$ cat src/rtl/bypass_fifo_pkg.sv
// bypass_fifo_pkg: shared helpers for the bypass FIFO slice.
//   ptr_bits - pointer width for a given depth (never below 1 bit)
//   is_pow2  - true when depth is a power of two
package bypass_fifo_pkg;

    function automatic int ptr_bits(input int depth);
        return (depth > 1) ? $clog2(depth) : 1;
    endfunction

    function automatic bit is_pow2(input int n);
        return (n > 0) && ((n & (n - 1)) == 0);
    endfunction

endpackage

$ cat src/rtl/bypass_fifo_mem.sv
// fifo_mem: WIDTH x DEPTH register array, one synchronous write port, one asynchronous read port.
//   clk   - write clock
//   we    - write enable
//   waddr - write address
//   wdata - write payload
//   raddr - read address
//   rdata - combinational read payload
module fifo_mem
    import bypass_fifo_pkg::*;
#(
    parameter int WIDTH = 8,
    parameter int DEPTH = 4
) (
    input  logic                       clk,
    input  logic                       we,
    input  logic [ptr_bits(DEPTH)-1:0] waddr,
    input  logic [WIDTH-1:0]           wdata,
    input  logic [ptr_bits(DEPTH)-1:0] raddr,
    output logic [WIDTH-1:0]           rdata
);

    logic [WIDTH-1:0] mem [DEPTH];

    // Storage is deliberately not reset; validity is tracked by the count.
    always_ff @(posedge clk)
        if (we) mem[waddr] <= wdata;

    assign rdata = mem[raddr];

endmodule

$ cat src/rtl/bypass_fifo.sv
// bypass_fifo: DEPTH-entry FIFO with optional combinational empty-bypass, backpressure, count and flush.
//   clk        - rising-edge clock
//   rst        - synchronous active-low reset
//   flush      - synchronous discard of all stored entries
//   prev_valid - producer offers prev_data
//   prev_data  - producer payload
//   prev_ready - FIFO can accept this cycle
//   next_en    - consumer take strobe (qualified by next_valid)
//   next_valid - next_data is valid
//   next_data  - head payload
//   count      - stored entries (a bypassed item is never counted)
module bypass_fifo
    import bypass_fifo_pkg::*;
#(
    parameter int WIDTH  = 8,
    parameter int DEPTH  = 4,
    parameter bit BYPASS = 1
) (
    input  logic                       clk,
    input  logic                       rst,
    input  logic                       flush,
    input  logic                       prev_valid,
    input  logic [WIDTH-1:0]           prev_data,
    output logic                       prev_ready,
    input  logic                       next_en,
    output logic                       next_valid,
    output logic [WIDTH-1:0]           next_data,
    output logic [$clog2(DEPTH+1)-1:0] count
);

    localparam int PW = ptr_bits(DEPTH);
    localparam int CW = $clog2(DEPTH + 1);

    if (!is_pow2(DEPTH) || DEPTH < 2) begin : g_bad_depth
        $error("bypass_fifo: DEPTH must be a power of two and at least 2");
    end

    logic [PW-1:0]    rd_ptr, wr_ptr;
    logic [WIDTH-1:0] head;
    logic             empty, full, accept, take, bypass_hit, push, pop;

    assign empty      = (count == '0);
    assign full       = (count == CW'(DEPTH));
    // Depends only on registered state and flush, never on next_en.
    assign prev_ready = !full && !flush;
    assign accept     = prev_valid && prev_ready;
    assign next_valid = flush ? 1'b0 : !empty ? 1'b1 : (BYPASS && prev_valid);
    assign next_data  = (!empty || !BYPASS) ? head : prev_data;
    assign take       = next_en && next_valid;
    // A bypassed item goes straight through and never touches storage.
    assign bypass_hit = BYPASS && empty && accept && take;
    assign push       = accept && !bypass_hit;
    assign pop        = take && !empty;

    fifo_mem #(.WIDTH(WIDTH), .DEPTH(DEPTH)) u_mem (
        .clk   (clk),
        .we    (push),
        .waddr (wr_ptr),
        .wdata (prev_data),
        .raddr (rd_ptr),
        .rdata (head)
    );

    always_ff @(posedge clk)
        if (!rst || flush) begin
            rd_ptr <= '0;
            wr_ptr <= '0;
            count  <= '0;
        end else begin
            if (push) wr_ptr <= wr_ptr + PW'(1);
            if (pop) rd_ptr <= rd_ptr + PW'(1);
            if (push != pop) count <= push ? count + CW'(1) : count - CW'(1);
        end

    always_ff @(posedge clk)
        if (rst) begin
            assert (count <= CW'(DEPTH));
            assert (!(push && full));
            assert (!(pop && empty));
        end

endmodule
$ cat config.mk
export PLATFORM = sky130hd
export DESIGN_NAME = bypass_fifo
export DESIGN_NICKNAME = d
export VERILOG_FILES = /design/src/rtl/bypass_fifo_pkg.sv /design/src/rtl/bypass_fifo_mem.sv /design/src/rtl/bypass_fifo.sv
export SDC_FILE = /design/constraint.sdc
export NUM_CORES = 1
export LEC_CHECK = 0
export CAP_MARGIN = 20
export CORE_UTILIZATION = 56
export DETAILED_ROUTE_END_ITERATION = 8
export HOLD_SLACK_MARGIN = 0.15
export MAX_ROUTING_LAYER = met4
export PLACE_DENSITY = 0.85
export REMOVE_ABC_BUFFERS = 1
export SYNTH_ARGS = -nofsm -noshare
export SYNTH_HDL_FRONTEND = slang
export SYNTH_SLANG_ARGS = --single-unit
export TNS_END_PERCENT = 100
$ cat constraint.sdc
create_clock -name clk -period 3.25 [get_ports clk]
set_input_delay 0.65 -clock clk [delete_from_list [all_inputs] [get_ports clk]]
set_output_delay 0.65 -clock clk [all_outputs]
set_load 0.05 [all_outputs]
* After elaboration in Yosys (flattened, before gate mapping)
Memory sizes are Yosys's and may differ from the RTL's. A register that Yosys moved wholly into a read port is not among the register bits.
Index checks and enable logic that the tools add are counted.
Widths: inputs -> output; s select.
** Storage, ports and cells
- RAM bits :: 32
- Memories :: 1
- Flip-flop bits (word level) :: 7
- Input bits :: 13
- Logic and storage cells :: 32
** Operators by class
- Reduce and logical (&&, ||, !) cells :: 14
- Equality and inequality tests :: 2
- Add/sub/neg operators :: 4
- Multiplexer cells :: 8
** Memory list
- u_mem.mem :: words 4, bits a word 8, read ports 1, clocked after memory_dff 1, wr ports 1, RTL line bypass_fifo_mem.sv:22 : logic [WIDTH-1:0] mem [DEPTH];
** Operators with widths (count)
- $mux 8 :: 1
- $logic_and 1x1->1 :: 7
- $logic_not 1->1 :: 5
- $add 2x1->2 const B :: 2
- $mux 1 :: 4
- $mux 2 :: 2
- $add 3x1->3 const B :: 1
- $eq 3x3->1 const B :: 1
- $logic_not 3->1 :: 1
- $mux 3 :: 1
- $sub 3x1->3 const B :: 1
- $logic_or 1x1->1 :: 1
- $ne 1x1->1 :: 1

* Depth between registers and ports, before layout
- Word-level depth :: 10
- Gate-level depth with buffers :: 9
- Depth with buffers taken out :: 8

* Cells and area by module
A second synthesis with hierarchy kept.
** Unflattened totals
- Cells, all modules :: 100
- Area, all modules :: 1721.7 um^2
** Modules (own cells, without submodules)
- fifo_mem :: area each 1188.6 um^2, times used 1, cells each 46
- bypass_fifo :: area each 533.0 um^2, times used 1, cells each 54

* Worst setup path before layout
OpenSTA, ideal clock, no wires.
- Path type :: flip-flop to output port
- Start :: register count[0]
- End :: output next_valid
- Data arrival time :: 1833 ps
- Path buffers :: 1
- Path slack :: 767 ps
- Cell stages (with the launch flop) :: 5
- Cell sequence :: dfxtp_1 > or3_4 > buf_6 > nor2_1 > nor2_1
** Between the ends
- Longest elaborated chain between the ends :: 3
** RTL lines
- start: declaration :: RTL line bypass_fifo.sv:28 : output logic [$clog2(DEPTH+1)-1:0] count
- start signal: assignment :: RTL line bypass_fifo.sv:72 : if (push != pop) count <= push ? count + CW'(1) : count - CW'(1);
- $logic_not 3->1 :: RTL line bypass_fifo.sv:42 : assign empty = (count == '0);
- $mux 1 (2 in series) :: RTL line bypass_fifo.sv:47 : assign next_valid = flush ? 1'b0 : !empty ? 1'b1 : (BYPASS && prev_valid);
- end: declaration :: RTL line bypass_fifo.sv:26 : output logic next_valid,
Every way passes these cells.

==> flow_summary_export.csv <==
group,metric,value,unit
synth,synth.most_common_cell,"edfxtp_1",
synth,yosysSeqAreaShare,62.8,%
synth,synthSimpleGateAreaFrac,8.95,%
finish,multi_input_area,629,µm²
finish,area_growth,19.8,%
finish,drive_gt1_share,17.4,%
setup_path,cp.required,2.60,ns
floorplan,initial_core_util,59.5,%
finish,fillers,223,
timing,drv_slew,0,
finish,seq_area,0.00114,mm²
grt,grt_pass1_vias,1078,
drt,wl_met2,1800,µm
synth,yosys.area.top_type,"edfxtp_1",
grt,antenna_found_initial,0,
drt,vias_per_cell,5.64,
placed_design,dp_hpwl,2210,µm
power,clkPwrFrac,30.2,%
finish,antenna_cells,0,
setup_path,critical_path_class,"reg -> out",
clock_network,cts_made_buffers,5,
setup_path,start_kind,"flip-flop",
clock_network,clock_path_buffers,2,
synth,synth-xor-area-share,1.93,%
power,comb_power_share,14.8,%
setup_path,end_kind,"primary output",
synth,synthTopCellsByArea,"edfxtp_1 (53%), dfxtp_1 (9.9%), mux4_2 (9.9%), mux2_4 (6.6%), nor2_1 (2.9%)",
grt,grt_usage,22.3,%
timing,setup_violations,0,
timing,slew_headroom,65.5,%
power,p_sw,249,µW
drt,drc,0,
drt,num_vias,1061,
synth,synthAdderAreaFrac,3.86,%
placed_design,gp_congestion,0.825,
synth,dominantRegCellSynth,"edfxtp_1",
drt,dr.first_iter.drc_count,52,
power,powerDensity,480,mW/mm²
synth,async_flop_share,0,%
timing,fin_skew,0.00871,ns
drt,drtPass1Iterations,5,
floorplan,io-pin-count,26,
grt,grt_max_degree,13,
grt,grt_first_pass_wirelength,5090,µm
synth,synthMuxAreaShare,17.1,%
timing,max_freq,0.327,GHz
synth,synth_edf_count,32,
clock_network,cts-resized-gates,0,
status,status,"finished clean",
timing,rsz0062_at_grt,"no",
power,swShare,23.8,%
clock_network,clk_latency,0.34,ns
drt,wirelength,3200,µm
drt,postRouteAntennaNets,0,
hold_path,hp-class,"reg -> reg",
clock_network,clock-sinks,41,
flow_run,cap_violations,0,
clock_network,clk_pin_slew_worst_paths,0.11,ns
placed_design,port_buffers,25,
power,p_int,797,µW
floorplan,die-width,59.0,µm
clock_network,clockRootBuffer,"clkbuf_4",
floorplan,dieHeight,59.0,µm
synth,ys_warn_count,0,
grt,gr-total-overflow,0,
timing,worst_slew_pin_slew,0.516,ns
timing,period_needed,3.05,ns
floorplan,dieArea,0.00348,mm²
synth,synth-compound-area-share,2.82,%
drt,highest_layer,"met4",
timing,period_share,94.0,%
power,peakVddDrop,0.378,mV
power,p_leak,0.746,nW
clock_network,cts_tree,"yes",
clock_network,ctsHoldBuffers,0,
synth,syn_area,0.00182,mm²
clock_network,htree_levels,2,
finish,fin_nets,161,
drt,route.detailed.wl_per_inst,17.0,µm
synth,ys_ff_latch,41,
synth,yosys-top-cells-count,"edfxtp_1 (32), nor2_1 (14), dfxtp_1 (9)",
power,seq_power_share,55.0,%
drt,dr_wl_met3,116,µm
synth,syn_area_per_cell,15.9,µm²
timing,setup-tns-final,0,ns
floorplan,row_count,20,
synth,synth.distinct_cells,31,
timing,final-hold-violation-count,0,
setup_path,path_max_fanout,8,
synth,synth_top_family_by_area,"multiplexers",
synth,synth_top_area_share,52.9,%
floorplan,core,0.00305,mm²
clock_network,post_cts_buffers,0,
finish,final_core_util,71.3,%
drt,routedLengthMet1,1210,µm
synth,syn_inst,114,
setup_path,worst-endpoint-arrival,2.40,ns
==> flip-flops by register name, indices dropped and copies added, names as in the netlist, named ones only <==
signal,flops
count,3
rd_ptr,2
u_mem.mem,32
wr_ptr,2
==> cell usage in the layout (no fill, tap or decap), types with 2 or more instances in the layout <==
| master | count |
|---|---|
| clkbuf_4 | 5 |
| inv_1 | 5 |
| nand2_1 | 3 |
| xor2_1 | 2 |
| a21oi_1 | 2 |
| edfxtp_1 | 32 |
| mux2_4 | 8 |
| nor2_1 | 14 |
| clkdlybuf4s50_1 | 25 |
| dfxtp_1 | 9 |
| o211ai_1 | 2 |
| xnor2_1 | 2 |
| ha_1 | 4 |
| and2_1 | 4 |
| nor3b_1 | 2 |
| mux4_2 | 8 |
==> layer usage <==
layer | vias up | global-route usage [%]
met3 | 10 | 6.15
met5 | - | -
met2 | 34 | 38.0
li1 | 481 | -
met4 | 0 | 8.16
met1 | 536 | 25.1
==> area by class of cell <==
type,count,share of cell area [%]
sequential,41,52.4
multi-input combinational,64,28.9
timing repair buffer,26,11.8
tap,44,2.53
inverter,5,0.862
clock inverter,2,1.55
clock buffer,6,1.90
==> cell families (layout without fill, tap and decap cells) <==
kind of cell,Yosys count,after routing
AND/OR/NAND/NOR,31,31
adder cells (fa/ha/maj),5,5
flip-flops,41,41
AO/OA/AOI/OAI,7,7
multiplexers,17,17
XOR/XNOR,4,4
buffers and inverters,9,39
==> power by group through the flow <==
stage	clock [mW]	combinational (mW)	sequential [mW]
floorplan	0	0.0940	0.592
finish	0.315	0.155	0.575
detailed placement	0	0.154	0.587
global placement	0	0.149	0.587
global route	0.341	0.163	0.576
CTS	0.323	0.155	0.576
==> worst max-delay path, stage by stage, from the launching register on <==
cell             delay (ns)
dfxtp_1                0.34
buf_4                  0.21
mux4_2                 0.53
mux2_4                 0.28
clkdlybuf4s50_1        0.70
==> worst paths after layout <==
kind,slack (ns),endpoint,cells after the start,startpoint
worst max register to register,1.13,count[2],7,count[0]
worst min register to register,0.55,flip-flop,2,rd_ptr[1]
worst max-delay path,0.20,next_data[6],4,flip-flop
worst min-delay path,0.55,flip-flop,2,rd_ptr[1]
==> stage by stage <==
step,hold WS [ns],instance area [µm²],total power [mW],std cells,worst slack [ns]
5_1_grt,0.590,2180,1.08,188,0.103
4_1_cts,0.552,2180,1.05,188,0.167
2_1_floorplan,0.485,1790,0.686,110,0.812
3_5_place_dp,0.514,2100,0.741,180,0.378
6_report,0.546,2180,1.05,188,0.196
3_3_place_gp,0.508,2100,0.736,180,0.451
(Power assumes the default switching activity.)
